## src/rtl/temporal_encoder_arbiter.sv

```systemverilog
// rtl/temporal_encoder_arbiter.sv - round-robin arbiter that feeds one HDC temporal encoder from NUM_CH sensor channels
//
// Purpose: picks one requesting channel at a time (round robin from a rotating
// pointer), issues its hypervector to the encoder, waits for the encoder result
// and returns it tagged with the originating channel. Exactly one transaction
// is in flight at any time.
//
// Ports:
//   Clk_CI, Reset_RBI           clock, asynchronous active-low reset
//   ReqValid_SI/ReqReady_SO     per-channel request handshake (ready is combinational in IDLE)
//   ReqHv_DI                    packed channel hypervectors, channel c at [c*HV_DIM +: HV_DIM]
//   EncValid_SO/EncReady_SI     hypervector issue handshake towards the encoder
//   EncHv_DO                    hypervector presented to the encoder
//   EncOutValid_SI/EncOutReady_SO, EncOutHv_DI   encoder result handshake
//   RspValid_SO/RspReady_SI     tagged result handshake
//   RspHv_DO, RspChan_DO        registered result and channel tag
//   Busy_SO                     high whenever a transaction is in progress

`ifndef HV_DIMENSION
`define HV_DIMENSION 32
`endif

module temporal_encoder_arbiter #(
    parameter int unsigned NUM_CH = 4,
    parameter int unsigned HV_DIM = `HV_DIMENSION,
    parameter int unsigned CH_W   = (NUM_CH > 1) ? $clog2(NUM_CH) : 1
) (
    input  logic                     Clk_CI,
    input  logic                     Reset_RBI,
    input  logic [NUM_CH-1:0]        ReqValid_SI,
    output logic [NUM_CH-1:0]        ReqReady_SO,
    input  logic [NUM_CH*HV_DIM-1:0] ReqHv_DI,
    output logic                     EncValid_SO,
    input  logic                     EncReady_SI,
    output logic [HV_DIM-1:0]        EncHv_DO,
    input  logic                     EncOutValid_SI,
    output logic                     EncOutReady_SO,
    input  logic [HV_DIM-1:0]        EncOutHv_DI,
    output logic                     RspValid_SO,
    input  logic                     RspReady_SI,
    output logic [HV_DIM-1:0]        RspHv_DO,
    output logic [CH_W-1:0]          RspChan_DO,
    output logic                     Busy_SO
);

    typedef enum logic [1:0] {
        S_IDLE    = 2'd0,
        S_ISSUE   = 2'd1,
        S_WAIT    = 2'd2,
        S_RESPOND = 2'd3
    } state_e;

    state_e              state_q, state_d;
    logic [CH_W-1:0]     ptr_q, ptr_d;
    logic [CH_W-1:0]     chan_q, chan_d;
    logic [HV_DIM-1:0]   hv_q, hv_d;
    logic [HV_DIM-1:0]   rsp_q, rsp_d;

    logic                grant_any;
    logic [CH_W-1:0]     grant_idx;
    logic [HV_DIM-1:0]   grant_hv;
    logic [CH_W:0]       cand;
    logic [NUM_CH-1:0]   req_rot;
    logic [CH_W:0]       ptr_inc;
    logic [CH_W-1:0]     ptr_nxt;

    // Round-robin search: candidate = ptr + i folded back into 0..NUM_CH-1.
    // One extra bit on cand holds ptr + i (at most 2*NUM_CH-2) before the fold,
    // so any NUM_CH, power of two or not, wraps correctly.
    always_comb begin
        grant_any = 1'b0;
        grant_idx = '0;
        cand      = '0;
        req_rot   = '0;
        for (int unsigned i = 0; i < NUM_CH; i++) begin
            cand = {1'b0, ptr_q} + (CH_W+1)'(i);
            if (cand >= (CH_W+1)'(NUM_CH)) begin
                cand = cand - (CH_W+1)'(NUM_CH);
            end
            req_rot = ReqValid_SI >> cand;
            if (!grant_any && req_rot[0]) begin
                grant_any = 1'b1;
                grant_idx = cand[CH_W-1:0];
            end
        end
    end

    // Hypervector of the granted channel.
    always_comb begin
        grant_hv = '0;
        for (int unsigned c = 0; c < NUM_CH; c++) begin
            if (grant_idx == CH_W'(c)) begin
                grant_hv = ReqHv_DI[c*HV_DIM +: HV_DIM];
            end
        end
    end

    // Pointer moves one past the winner, wrapping at NUM_CH (stays 0 when NUM_CH=1).
    always_comb begin
        ptr_inc = {1'b0, grant_idx} + (CH_W+1)'(1);
        if (ptr_inc == (CH_W+1)'(NUM_CH)) begin
            ptr_nxt = '0;
        end else begin
            ptr_nxt = ptr_inc[CH_W-1:0];
        end
    end

    // Ready goes only to the winner, and never while reset is held low even
    // though the state register already reads IDLE.
    always_comb begin
        ReqReady_SO = '0;
        for (int unsigned c = 0; c < NUM_CH; c++) begin
            if (Reset_RBI && (state_q == S_IDLE) && grant_any && (grant_idx == CH_W'(c))) begin
                ReqReady_SO[c] = 1'b1;
            end
        end
    end

    always_comb begin
        state_d = state_q;
        ptr_d   = ptr_q;
        chan_d  = chan_q;
        hv_d    = hv_q;
        rsp_d   = rsp_q;
        case (state_q)
            S_IDLE: begin
                if (grant_any) begin
                    state_d = S_ISSUE;
                    ptr_d   = ptr_nxt;
                    chan_d  = grant_idx;
                    hv_d    = grant_hv;
                end
            end
            S_ISSUE: begin
                if (EncReady_SI) begin
                    state_d = S_WAIT;
                end
            end
            S_WAIT: begin
                if (EncOutValid_SI) begin
                    rsp_d   = EncOutHv_DI;
                    state_d = S_RESPOND;
                end
            end
            S_RESPOND: begin
                if (RspReady_SI) begin
                    state_d = S_IDLE;
                end
            end
            default: begin
                state_d = S_IDLE;
            end
        endcase
    end

    always_ff @(posedge Clk_CI or negedge Reset_RBI) begin
        if (!Reset_RBI) begin
            state_q <= S_IDLE;
            ptr_q   <= '0;
            chan_q  <= '0;
            hv_q    <= '0;
            rsp_q   <= '0;
        end else begin
            state_q <= state_d;
            ptr_q   <= ptr_d;
            chan_q  <= chan_d;
            hv_q    <= hv_d;
            rsp_q   <= rsp_d;
        end
    end

    assign EncValid_SO    = (state_q == S_ISSUE);
    assign EncHv_DO       = hv_q;
    assign EncOutReady_SO = (state_q == S_WAIT);
    assign RspValid_SO    = (state_q == S_RESPOND);
    assign RspHv_DO       = rsp_q;
    assign RspChan_DO     = chan_q;
    assign Busy_SO        = (state_q != S_IDLE);

endmodule

```

## config.mk

```make
export PLATFORM = sky130hd
export DESIGN_NAME = temporal_encoder_arbiter
export DESIGN_NICKNAME = d
export VERILOG_FILES = /design/src/rtl/temporal_encoder_arbiter.sv
export SDC_FILE = /design/constraint.sdc
export NUM_CORES = 1
export LEC_CHECK = 0
export ABC_AREA = 1
export ABC_CLOCK_PERIOD_IN_PS = 6400
export BUFFER_PORTS_ARGS = -buffer_cell sky130_fd_sc_hd__buf_2
export CAP_MARGIN = 40
export CORE_UTILIZATION = 47
export CTS_CLUSTER_DIAMETER = 100
export DETAILED_ROUTE_END_ITERATION = 8
export GPL_ROUTABILITY_DRIVEN = 0
export GPL_TIMING_DRIVEN = 0
export PLACE_DENSITY = 0.91
export SLEW_MARGIN = 20
export SYNTH_ARGS = -nofsm -noshare
export SYNTH_HDL_FRONTEND = slang
export SYNTH_SLANG_ARGS = --single-unit
```

## constraint.sdc

```tcl
create_clock -name Clk_CI -period 6.4 [get_ports Clk_CI]
set_clock_uncertainty 0.1 [all_clocks]
set_input_delay 1.28 -clock Clk_CI [delete_from_list [all_inputs] [get_ports Clk_CI]]
set_output_delay 1.28 -clock Clk_CI [all_outputs]
set_load 0.01 [all_outputs]
```

# After elaboration in Yosys (flattened, before gate mapping)
# Index checks and enable logic that the tools add are counted.
# op_classes
add_sub_neg	8
n_lt_le_gt_ge	4
n_eq_ne	11
shift	4
muxes	26
reduce_logical	18
# op_table
operator	n
$mux 32	4
$mux 2	9
$shr 4x3->1	4
$mux 3	4
$ge 3x3->1 const B	3
$logic_and 1x1->1	9
$sub 3x3->3 const B	3
$eq 2x2->1 const B	4
$mux 1	8
$pmux 2 s4	1
$add 2x1->3 const B	2
$add 2x2->3 const B	2
$eq 2x1->1 const B	2
$logic_not 2->1	2
$ne 2x1->1 const B	2
$ne 2x2->1 const B	2
$reduce_and 2->1	2
$reduce_and 4->1	1
$eq 3x3->1 const B	1
$ge 2x3->1 const B	1
$logic_not 1->1	3
$sub 2x3->3 const B	1
$reduce_bool 2->1	1
# word_totals
reg_bits	70
input_bits	169
output_inout_bits	74
word_cells	76

# Logic depth before layout (Yosys ltp)
# depth
word_depth	18
depth_mapped	20
ltp_nobuf	19

# Worst setup path before layout
# Ideal clock, no wire load.
# synth_timing
kind	input to output
startpoint	input port ReqValid_SI[0]
endpoint	output port ReqReady_SO[3]
arrival_time_ns	2.916
slack_ns	2.104
cell_stages	14
cell_sequence	inv_1 -> nand2_1 -> nand3_1 -> nand2_2 -> inv_1 -> nand2_1 -> nand2_1 -> nand2_1 -> a21oi_1 -> ha_1 -> clkbuf_1 -> clkbuf_1 -> inv_1 -> nor2_1
# synth_between
elab_chain_len	14
word_cells_on_any_way	22
cone_classes	1 x eq/ne; 4 x shift; 9 x mux; 8 x reduce/logical
# synth_rtl
element	line	source
start: declaration	30	input logic [NUM_CH-1:0] ReqValid_SI,
$shr 4x3->1	80	req_rot = ReqValid_SI >> cand;
$mux 1	81	if (!grant_any && req_rot[0]) begin
$logic_not 1->1	81	
$logic_and 1x1->1	81	
$mux 1	81	
$logic_not 1->1	81	
$logic_and 1x1->1	81	
$mux 1	81	
$logic_not 1->1	81	
$logic_and 1x1->1	81	
$mux 2 *	81	
via grant_idx[0]	60	logic [CH_W-1:0] grant_idx;
$eq 2x2->1 *	113	if (Reset_RBI && (state_q == S_IDLE) && grant_any && (grant_idx == CH_W'(c))) begin
$logic_and 1x1->1 *	113	
$mux 1 *	113	
end: declaration	31	output logic [NUM_CH-1:0] ReqReady_SO,
# Mark *: on every way through the listed nets, which the timed path passes. The rest lies on a longest branch.

# Worst setup path in the final report
# layout_timing
startpoint	input port ReqValid_SI[3]
endpoint	output port ReqReady_SO[3]
# The elaborated chain is that of the path after synthesis.

==> impl_metrics.toml <==
[worst_setup_path]
critical_path_arrival_ns = 3.59
worst-endpoint-required_ns = 5.02
critical_path_class = "input pin to primary output"
worstSetupStartpointType = "input pin"
crit_fanout = 10
endpoint_kind = "primary output"

[synth]
yosysTopAreaCellShare_pct = 43.6
mappedNetlistArea_sq_um = 4020
post-synth-top-area-cell = "dfrtp_1"
asyncSetResetFlopFracSynth_pct = 100
ys_types = 25
ys_ff_latch = 70
register_area_share_after_synthesis_pct = 43.6
synthFlopType = "dfrtp_1"
postSynthNetCount = 706
synth.area.top_cells = "dfrtp_1, nand2_1, mux2_2, o21ai_0, a21oi_1"
number_of_synthesized_flops_with_an_enable_pin = 0
number_of_warnings_printed_during_yosys_synthesis = 0
synth_cells = 528
postSynthAreaPerCell_sq_um = 7.61

[timing]
worst_slew_pin_slew_ns = 0.562
setup_tns_ns = 0
hold_worst_slack_ns = 0.389
period_share_pct = 77.7
maxSlewHeadroom_pct = 62.5
slew_violations = 0
final-hold-violation-count = 0
finalSetupViolations = 0
max_clock_freq_mhz = 201
rsz0062_at_grt = "no"
final_period_minus_worst_setup_slack_ns = 4.97
postLayoutSetupSlackWorst_ns = 1.43

[floorplanning]
floorplan.die_area_sq_um = 8920
fp.coreArea_sq_um = 8260
initial_util_pct = 48.7
die_h_microns = 94.5
die-width_microns = 94.5
floorplan.rows = 33
design.portCount = 243

[cts]
clock_tree_from_tritoncts = "yes"
ctsRootBufferMaster = "clkbuf_8"
worst_setup_hold_path_clk_slew_ns = 0.07
clk-insertion-delay-late_ns = 0.35
clock_path_buffers = 2
clock_buffer_count_from_cts = 9
post_cts.repair.setup_buffers = 0
cts_sinks = 70
cts.htree.levels = 3
cts_hold_buf = 0
cts_repair_resize_count = 0

[outcome]
result_of_the_run = "finished, final reports clean"

[grt]
global_route.peak_usage_layer = "met2"
number_of_antenna_violations_at_the_first_check_in_global_routing = 0
globalRouteMet2Util_pct = 52.4
grt_overflow_total = 0
pin_count_of_the_biggest_net_entering_global_routing = 43
grt_first_pass_wirelength_microns = 19600
gr-usage-met3_pct = 5.64
groute.usage.overall_pct = 28.9
number_of_global_route_vias_before_repair = 4136
grt_use_met1_pct = 34.0

[place]
place_inst = 876
place_worst_setup_slack_ns = 1.44
io_buffer_count = 242
hpwlAfterDp_microns = 10500
dpl_cell_area_sq_um = 5380

[cells_and_area]
fin_cells = 892
area_growth_pct = 40.1
layout.core_utilization_pct = 68.2
fraction_of_layout_instances_using_a_drive_strength_above_1_pct = 39.5
final_design_area_no_fill_sq_um = 5630
insertedDiodeCount = 0
design.final.nets = 960

[power_and_ir_drop]
power.total_mw = 3.89
irDropWorstVdd_v = 0.000374
pwrdens_nw_per_um2 = 692
power.leakage_nw = 3.15

[routing]
detail_route.vias_per_cell = 5.14
drt.antenna.violating_nets = 0
drc_errors = 0
final_routed_wirelength_microns = 13300
drt-wirelength-per-cell_microns = 14.9
dr.first_iter.drc_count = 138
num_vias = 4587
drtPass1Iterations = 5

[worst_hold_path]
worst_hold_path_type = "flip-flop to flip-flop"

[job]
max_cap_violations = 0
[synthesized netlist by cell type (3+ instances only)]
cell,instances
a21oi_1,34
buf_1,4
buf_2,3
buf_4,4
buf_6,3
clkbuf_1,17
dfrtp_1,70
ha_1,9
inv_1,20
mux2_2,32
nand2_1,229
nand2_2,4
nand3_1,12
nor2_1,8
o21ai_0,63
o21ai_1,7
[final cells by class]
class / instances / area [sq um]
buffer: 31 / 158
clock buffer: 9 / 124
fill: 677 / 2630
tap: 105 / 131
sequential: 70 / 1750
inverter: 22 / 85.1
timing repair buffer: 243 / 1230
clock inverter: 7 / 121
multi-input combinational: 405 / 2020
[cell usage in the layout (no fill, tap or decap)]
master       n
buf_4        5
buf_12       1
nand3_1     12
buf_2      244
a21oi_1     34
o22ai_1      1
inv_1       20
nand4_1      1
dfrtp_1     70
o21ai_0     63
or2_2        1
clkbuf_8     9
nand2_4      1
nand2_2      4
nor3_1       1
clkinv_2     1
buf_1        4
bufinv_16    3
inv_6        1
clkbuf_1    17
nand3_2      1
buf_6        3
nor2_1       8
o21ai_1      7
nand2_1    229
inv_4        1
inv_2        1
mux2_2      32
nor2_4       1
ha_1         9
clkinv_4     2
[cell families after synthesis]
logic type | synth area share (%)
adders and majority gates | 2.80
muxes | 8.97
and+or+nand+nor | 25.5
AOI/OAI and AO/OA | 13.1
DFF | 43.6
buffers and inverters | 6.04
[power by group]
group	total, mW	switching (mW)	leakage, nW	internal, mW
registers	0.789	0.119	0.858	0.670
clock network	0.434	0.174	0.124	0.261
logic	2.67	1.71	2.17	0.966
total	3.89	2.00	3.15	1.90
[worst paths after layout]
path                                      from        endpoint  slack [ns]  cells past startpoint
worst min-delay path              EncHv_DO[30]    EncHv_DO[30]        0.39                      2
min in group asynchronous            Reset_RBI   RspChan_DO[0]        0.76                      1
worst min register to register    EncHv_DO[30]    EncHv_DO[30]        0.39                      2
worst max-delay path            ReqValid_SI[3]  ReqReady_SO[3]        1.43                     16
max in group asynchronous            Reset_RBI     RspHv_DO[7]        4.89                      2
worst max register to register        ptr_q[0]    EncHv_DO[13]        3.18                     19
[worst max-delay path: stages]
cell and delay, ns:
buf_2 0.11, inv_1 0.04, nand2_1 0.06, nand3_1 0.11, nand2_1 0.11, nand3_1 0.11, nand2_1 0.06, nand2_1 0.05
nand2_1 0.09, a21oi_1 0.25, ha_1 0.21, clkbuf_1 0.41, clkbuf_1 0.37, inv_1 0.08, nor2_1 0.10, buf_2 0.13
[flip-flops by register name (all words and copies together), names as in the netlist]
name and flops:
state_q 2, RspChan_DO 2, RspHv_DO 32, ptr_q 2, EncHv_DO 32
[routing by layer]
metal / up-vias / routed length, microns
li1: 2209 / -
met3: 35 / 1080
met2: 260 / 6730
met5: - / 0
met4: 0 / 304
met1: 2083 / 5220
No activity file was read; power rests on OpenSTA's default activity.
